==> config.mk <==
export PLATFORM = sky130hd
export DESIGN_NAME = count_sequencer
export DESIGN_NICKNAME = d
export VERILOG_FILES = /design/src/rtl/count_sequencer.sv
export SDC_FILE = /design/constraint.sdc
export NUM_CORES = 1
export LEC_CHECK = 0
export CAP_MARGIN = 20
export CORE_AREA = 4 4 93 95
export DETAILED_ROUTE_END_ITERATION = 12
export DIE_AREA = 0 0 97 99
export PLACE_DENSITY_LB_ADDON = 0.12
export SYNTH_ARGS = -nofsm -noshare
export SYNTH_HDL_FRONTEND = slang
export SYNTH_SLANG_ARGS = --single-unit
export TNS_END_PERCENT = 50
==> constraint.sdc <==
create_clock -name Clock -period 6 [get_ports Clock]
set_input_delay 1.2 -clock Clock [delete_from_list [all_inputs] [get_ports Clock]]
set_output_delay 1.2 -clock Clock [all_outputs]
set_load 0.02 [all_outputs]
==> src/rtl/count_sequencer.sv <==
// count_sequencer: run/pause/step controller for the display event counter.
// It holds the count register, a clock prescaler, terminal-count detection
// and an IDLE/RUN/PAUSE/DONE state machine.
//
// Ports
//   Clock        clock, rising edge
//   Resetn       synchronous active-low reset
//   start        begin counting (IDLE/DONE) or resume it (PAUSE)
//   stop         pause counting while in RUN
//   step         one advance per cycle while in PAUSE
//   clear        return to IDLE with count = 0
//   dir          1 = count up, 0 = count down
//   auto_reload  1 = reload at the terminal value, 0 = stop in DONE
//   limit        terminal value when counting up, start value when counting down
//   count        current count
//   tick         one-cycle pulse, count changed
//   wrap         one-cycle pulse, terminal value reached
//   busy         state == RUN
//   done         state == DONE
//   state        IDLE=00 RUN=01 PAUSE=10 DONE=11
module count_sequencer #(
    parameter int unsigned WIDTH    = 16,
    parameter int unsigned PRESCALE = 50000000,
    parameter int unsigned PS_W     = 26
) (
    input  logic             Clock,
    input  logic             Resetn,
    input  logic             start,
    input  logic             stop,
    input  logic             step,
    input  logic             clear,
    input  logic             dir,
    input  logic             auto_reload,
    input  logic [WIDTH-1:0] limit,
    output logic [WIDTH-1:0] count,
    output logic             tick,
    output logic             wrap,
    output logic             busy,
    output logic             done,
    output logic [1:0]       state
);

    typedef enum logic [1:0] {
        IDLE  = 2'b00,
        RUN   = 2'b01,
        PAUSE = 2'b10,
        DONE  = 2'b11
    } state_t;

    localparam logic [PS_W-1:0] PS_MAX = PS_W'(PRESCALE - 1);

    state_t           cur_state;
    state_t           nxt_state;
    logic [PS_W-1:0]  ps;
    logic [PS_W-1:0]  nxt_ps;
    logic [WIDTH-1:0] nxt_count;
    logic             nxt_tick;
    logic             nxt_wrap;
    logic             adv;
    logic             term;
    logic [WIDTH-1:0] reload_val;

    // Terminal detection and reload value follow dir/limit live.
    assign term       = dir ? (count == limit) : (count == '0);
    assign reload_val = dir ? '0 : limit;
    assign state      = cur_state;

    // Next-state and output decode; priority clear > stop > start > step.
    always_comb begin
        nxt_state = cur_state;
        nxt_ps    = ps;
        nxt_count = count;
        nxt_tick  = 1'b0;
        nxt_wrap  = 1'b0;
        adv       = 1'b0;

        if (clear) begin
            nxt_state = IDLE;
            nxt_ps    = '0;
            nxt_count = '0;
        end else if (stop) begin
            if (cur_state == RUN) begin
                nxt_state = PAUSE;
            end
        end else if (start && (cur_state != RUN)) begin
            nxt_state = RUN;
            if (cur_state != PAUSE) begin
                nxt_count = reload_val;
                nxt_ps    = '0;
            end
        end else begin
            case (cur_state)
                RUN: begin
                    if (ps == PS_MAX) begin
                        nxt_ps = '0;
                        adv    = 1'b1;
                    end else begin
                        nxt_ps = ps + PS_W'(1);
                    end
                end
                PAUSE: begin
                    adv = step;
                end
                default: begin
                end
            endcase
        end

        if (adv) begin
            if (!term) begin
                nxt_count = dir ? (count + WIDTH'(1)) : (count - WIDTH'(1));
                nxt_tick  = 1'b1;
            end else if (auto_reload) begin
                nxt_count = reload_val;
                nxt_tick  = 1'b1;
                nxt_wrap  = 1'b1;
            end else begin
                nxt_wrap  = 1'b1;
                nxt_state = DONE;
            end
        end
    end

    // State and registered outputs.
    always_ff @(posedge Clock) begin
        if (!Resetn) begin
            cur_state <= IDLE;
            ps        <= '0;
            count     <= '0;
            tick      <= 1'b0;
            wrap      <= 1'b0;
            busy      <= 1'b0;
            done      <= 1'b0;
        end else begin
            cur_state <= nxt_state;
            ps        <= nxt_ps;
            count     <= nxt_count;
            tick      <= nxt_tick;
            wrap      <= nxt_wrap;
            busy      <= (nxt_state == RUN);
            done      <= (nxt_state == DONE);
        end
    end

endmodule
Yosys cells after proc, flatten, opt, wreduce, memory -nomap -nowiden
Index checks and enable logic that the tools add are counted.
{"block": "word_totals", "rom_bits": 0, "in_bits": 24, "output_inout_bits": 22, "register_bits": 48, "mem_count": 0, "elab_cells": 56, "ram_bits": 0, "latchBits": 0}
{"block": "op_classes", "eq_ne": 9, "n_mul": 0, "mux": 29, "n_addsub": 3, "shifts": 0, "n_div": 0, "n_bitwise": 2, "n_reduce_logical": 6, "order_cmp": 0}
{"cell": "two-way mux 16 bit", "count": 9}
{"cell": "two-way mux 26 bit", "count": 4}
{"cell": "adder 26 x 1 -> 26 bit, second input constant", "count": 1}
{"cell": "equality test 26 bit, second input constant", "count": 1}
{"cell": "adder 16 x 1 -> 16 bit, second input constant", "count": 1}
{"cell": "equality test 16 bit", "count": 1}
{"cell": "zero test 16 bit", "count": 1}
{"cell": "subtractor 16 x 1 -> 16 bit, second input constant", "count": 1}
{"cell": "two-way mux 2 bit", "count": 7}
{"cell": "two-way mux 1 bit", "count": 8}
{"cell": "equality test 2 x 1 -> 1 bit, second input constant", "count": 2}
{"cell": "equality test 2 bit, second input constant", "count": 2}
{"cell": "inequality test 2 x 1 -> 1 bit, second input constant", "count": 2}
{"cell": "AND reduction 3 bit", "count": 1}
{"cell": "inequality test 2 bit, second input constant", "count": 1}
{"cell": "NOT 1 bit", "count": 2}
{"cell": "case mux 1 bit (2 select lines)", "count": 1}
{"cell": "AND reduction 2 bit", "count": 1}
{"cell": "nonzero test 2 bit", "count": 1}
{"cell": "OR reduction 2 bit", "count": 1}
{"cell": "logical AND 1 bit", "count": 1}

Logic depth before layout (Yosys ltp)
{"block": "depth", "depth_word": 9, "mapped_depth": 10, "depth_no_buf": 9}

Least setup slack after synthesis
No wires, ideal clock.
{"block": "synth_path", "path_type": "input port to flip-flop", "start": "input port dir", "end": "register count[12]", "setup_slack_ns": 2.113, "stages": 10, "t_arrival_ns": 3.765, "n_path_buf": 1, "required_ns": 5.878, "setup_ns": 0.122, "path_cell_list": "clkbuf_1 -> inv_1 -> fa_1 -> a211oi_1 -> o21ai_1 -> and3_1 -> or3_1 -> a31oi_1 -> nor4_2 -> a311o_1"}
{"block": "synth_between", "elab_chain_cells": 8, "word_cells_on_any_way": 10, "classes_between": "10 x mux"}
{"element": "from (decl)", "line_no": "32", "text": "input logic dir,"}
{"element": "two-way mux 16 bit", "line_no": "65", "text": "assign reload_val = dir ? '0 : limit;"}
{"element": "two-way mux 16 bit", "line_no": "87", "text": "if (cur_state != PAUSE) begin"}
{"element": "two-way mux 16 bit", "line_no": "85", "text": "end else if (start && (cur_state != RUN)) begin"}
{"element": "two-way mux 16 bit", "line_no": "81", "text": "end else if (stop) begin"}
{"element": "two-way mux 16 bit", "line_no": "77", "text": "if (clear) begin"}
{"element": "two-way mux 16 bit", "line_no": "113", "text": "end else if (auto_reload) begin"}
{"element": "two-way mux 16 bit", "line_no": "110", "text": "if (!term) begin"}
{"element": "two-way mux 16 bit *", "line_no": "109", "text": "if (adv) begin"}
{"element": "to (signal assigned)", "line_no": "137", "text": "count <= nxt_count;"}
{"element": "to (decl)", "line_no": "35", "text": "output logic [WIDTH-1:0] count,"}
Every way passes the cells marked *; elsewhere a longest branch is shown, timed or not.
A chain may end at the register's enable or synchronous reset.

Final worst setup path
Same ends and word-level chain as after synthesis.

==> flow_metrics.py <==
metrics = {
    "status": {
        "status": "finished, final reports clean",
    },
    "synth": {
        "ys_types": 60,
        "synth_area_per_cell_um2": 8.136,
        "syn-num-nets": 464,
        "syn_inst": 420,
        "synth-seq-area-share": 0.2812,
        "synth_area_leaders": "dfxtp_1, ha_1, xnor2_1, nor2_1, a21oi_1",
        "synth-edff-count": 0,
        "synth_common_cells": "nor2_1, dfxtp_1, a21oi_1",
        "ys_warn_count": 0,
        "yosys.area.top_type": "dfxtp_1",
        "synth.top_cell.area_share": 0.2812,
        "synth_most_common_cell": "nor2_1",
        "syn_area_um2": 3417,
        "async_flop_share": 0,
        "synth_seq_cells": 48,
        "synth_ff_type": "dfxtp_1",
    },
    "global_route": {
        "overflow": 0,
        "track_usage": 0.1870,
        "grt_pass1_vias": 3117,
        "grt_max_degree": 31,
        "antenna_found_initial": 0,
        "grt_first_pass_wirelength_um": 14980,
    },
    "detailed_routing": {
        "drtAntennaViolNets": 0,
        "vias": 3219,
        "drcViolationCount": 0,
        "first_pass_iters": 5,
        "wl_per_cell_um": 15.99,
        "via_per_inst": 5.718,
        "routed_wl_um": 9005,
        "first_iter_violations": 167,
    },
    "clocking": {
        "cts_resized": 0,
        "clk_path_buf_depth": 2,
        "cts.reportedPaths.clkPinSlew_ns": 0.10,
        "h-tree-depth": 2,
        "cts_tree": "done",
        "postCtsSetupBuffers": 0,
        "clock-sinks": 48,
        "root_buffer": "clkbuf_8",
        "cts-hold-fix-buffers": 0,
        "cts_buffers": 5,
        "worstSkewPairLatency_ns": 0.32,
    },
    "setup_path": {
        "cpLargestDelayFamily": "compound AO/OA/AOI/OAI gates",
        "end_kind": "register",
        "path_cells": "clkdlybuf4s50_1 > buf_4 > inv_1 > fa_1 > a211oi_1 > o21ai_1 > and3_1 > or3_1 > a31oi_1 > nor4_2 > a311o_1",
        "worstPathArrival_ns": 4.52,
        "crit_required_ns": 6.21,
        "crit_slowest_cell": "fa_1",
        "setup.worst_path.class": "in -> reg",
        "cp-start-kind": "primary input",
        "path_buf_inv": 3,
        "critical_path.max_fanout": 18,
        "cpPeakStageDelay_ns": 0.58,
    },
    "sta": {
        "worst_pin_slew_ns": 1.138,
        "fin_hold_ws_ns": 0.4942,
        "finClkSkew_ns": 0.009105,
        "fin_crit_sh": 0.7173,
        "tns_ns": 0,
        "min_period_ns": 4.304,
        "fmax_mhz": 232.3,
        "finalHoldViolCount": 0,
        "setup_violations": 0,
        "max_slew_margin": 0.2398,
        "rsz0062_at_grt": "false",
        "slew_violations": 0,
    },
    "power": {
        "leakage_nw": 1.446,
        "power_density_nw_per_um2": 170.3,
        "ir_worst_vdd_mv": 0.08803,
    },
    "floorplan": {
        "placementRows": 32,
        "fp.dieArea_um2": 9603,
        "die_x_um": 97,
        "die_y_um": 99,
        "core_area_um2": 7727,
        "start_util": 0.4422,
        "ios": 46,
    },
    "place": {
        "post-dp-hpwl_um": 6540,
        "io_buffers": 45,
        "place_congestion": 0.8910,
    },
    "cells_and_area": {
        "final_nets": 504,
        "final_util": 0.5266,
        "diodes": 0,
        "drive_gt1_frac": 0.05857,
        "syn_to_final_growth_pct": 19.08,
    },
    "job": {
        "maxCapViolCount": 0,
    },
    "min_path": {
        "hp-class": "reg -> reg",
    },
}
[cell families after synthesis]
family | synth area share
flip-flops | 0.2812
multiplexers | 0.005859
adder cells (fa/ha/maj) | 0.07543
AO/OA/AOI/OAI | 0.2278
AND/OR/NAND/NOR | 0.2688
buffers and inverters | 0.03076
XOR/XNOR | 0.1102
[path summary, 6_finish.rpt]
path | cells past startpoint | end | startpoint | slack [ns]
setup / recovery | 11 | count[12]$_SDFF_PN0_ | dir | 1.70
hold / removal | 2 | ps[24]$_SDFFE_PP0P_ | ps[24]$_SDFFE_PP0P_ | 0.49
setup reg to reg | 9 | count[9]$_SDFF_PN0_ | state[0]$_SDFF_PN0_ | 3.15
hold reg to reg | 2 | ps[24]$_SDFFE_PP0P_ | ps[24]$_SDFFE_PP0P_ | 0.49
[tightest hold or removal path: stages (launching register included)]
cell	delay [ns]
dfxtp_1	0.33
o21ai_0	0.07
a21oi_1	0.06
[per-layer routing]
| metal | up-vias | wire (µm) | GRT usage |
|---|---|---|---|
| met1 | 1506 | 4034 | 0.2391 |
| met4 | 0 | 231 | 0.06587 |
| met5 | - | 0 | 0 |
| met2 | 72 | 4392 | 0.3232 |
| li1 | 1624 | - | - |
| met3 | 17 | 347 | 0.02477 |
[power breakdown]
part           leakage, nW  switching [mW]  internal (mW)
Clock               0.0548           0.126          0.126
Sequential           0.387         0.00354          0.321
Combinational         1.00          0.0679         0.0493
[layout by cell type (no fill, tap or decap), types with 4 or more instances in the layout]
cell type / count
and3_1: 6
nor3b_1: 11
o22ai_1: 11
ha_1: 19
or3_1: 8
nand2_1: 23
nand3_1: 15
nor2_1: 50
nor3_1: 9
clkdlybuf4s50_1: 45
dfxtp_1: 48
a21o_1: 6
clkbuf_8: 5
xnor2_1: 26
a31oi_1: 14
nand3b_1: 4
inv_1: 13
o21ai_0: 17
nor2b_1: 5
nor4_1: 5
a211oi_1: 8
a21oi_1: 36
xor2_1: 17
nand4_1: 8
[through the flow]
step | total power [mW] | setup slack [ns] | instance area (µm²) | cells
floorplan | 0.4055 | 2.113 | 3417 | 420
global placement | 0.4468 | 1.447 | 3954 | 555
detailed placement | 0.4475 | 1.405 | 3954 | 555
CTS | 0.7030 | 1.727 | 4069 | 563
global route | 0.7222 | 1.508 | 4069 | 563
finish | 0.6930 | 1.696 | 4069 | 563
[flip-flops by register name (all words and copies together) (netlist names)]
name	count
wrap	1
ps	26
busy	1
state	2
done	1
tick	1
count	16
[area by class of cell]
| cell class | instances | area (µm²) |
|---|---|---|
| inverter | 13 | 48.80 |
| tap | 102 | 127.6 |
| multi-input combinational | 345 | 2351 |
| sequential | 48 | 960.9 |
| timing repair buffer | 47 | 465.4 |
| fill | 744 | 3659 |
| clock buffer | 5 | 68.82 |
| clock inverter | 3 | 46.29 |
No activity file was read; power rests on OpenSTA's default activity.
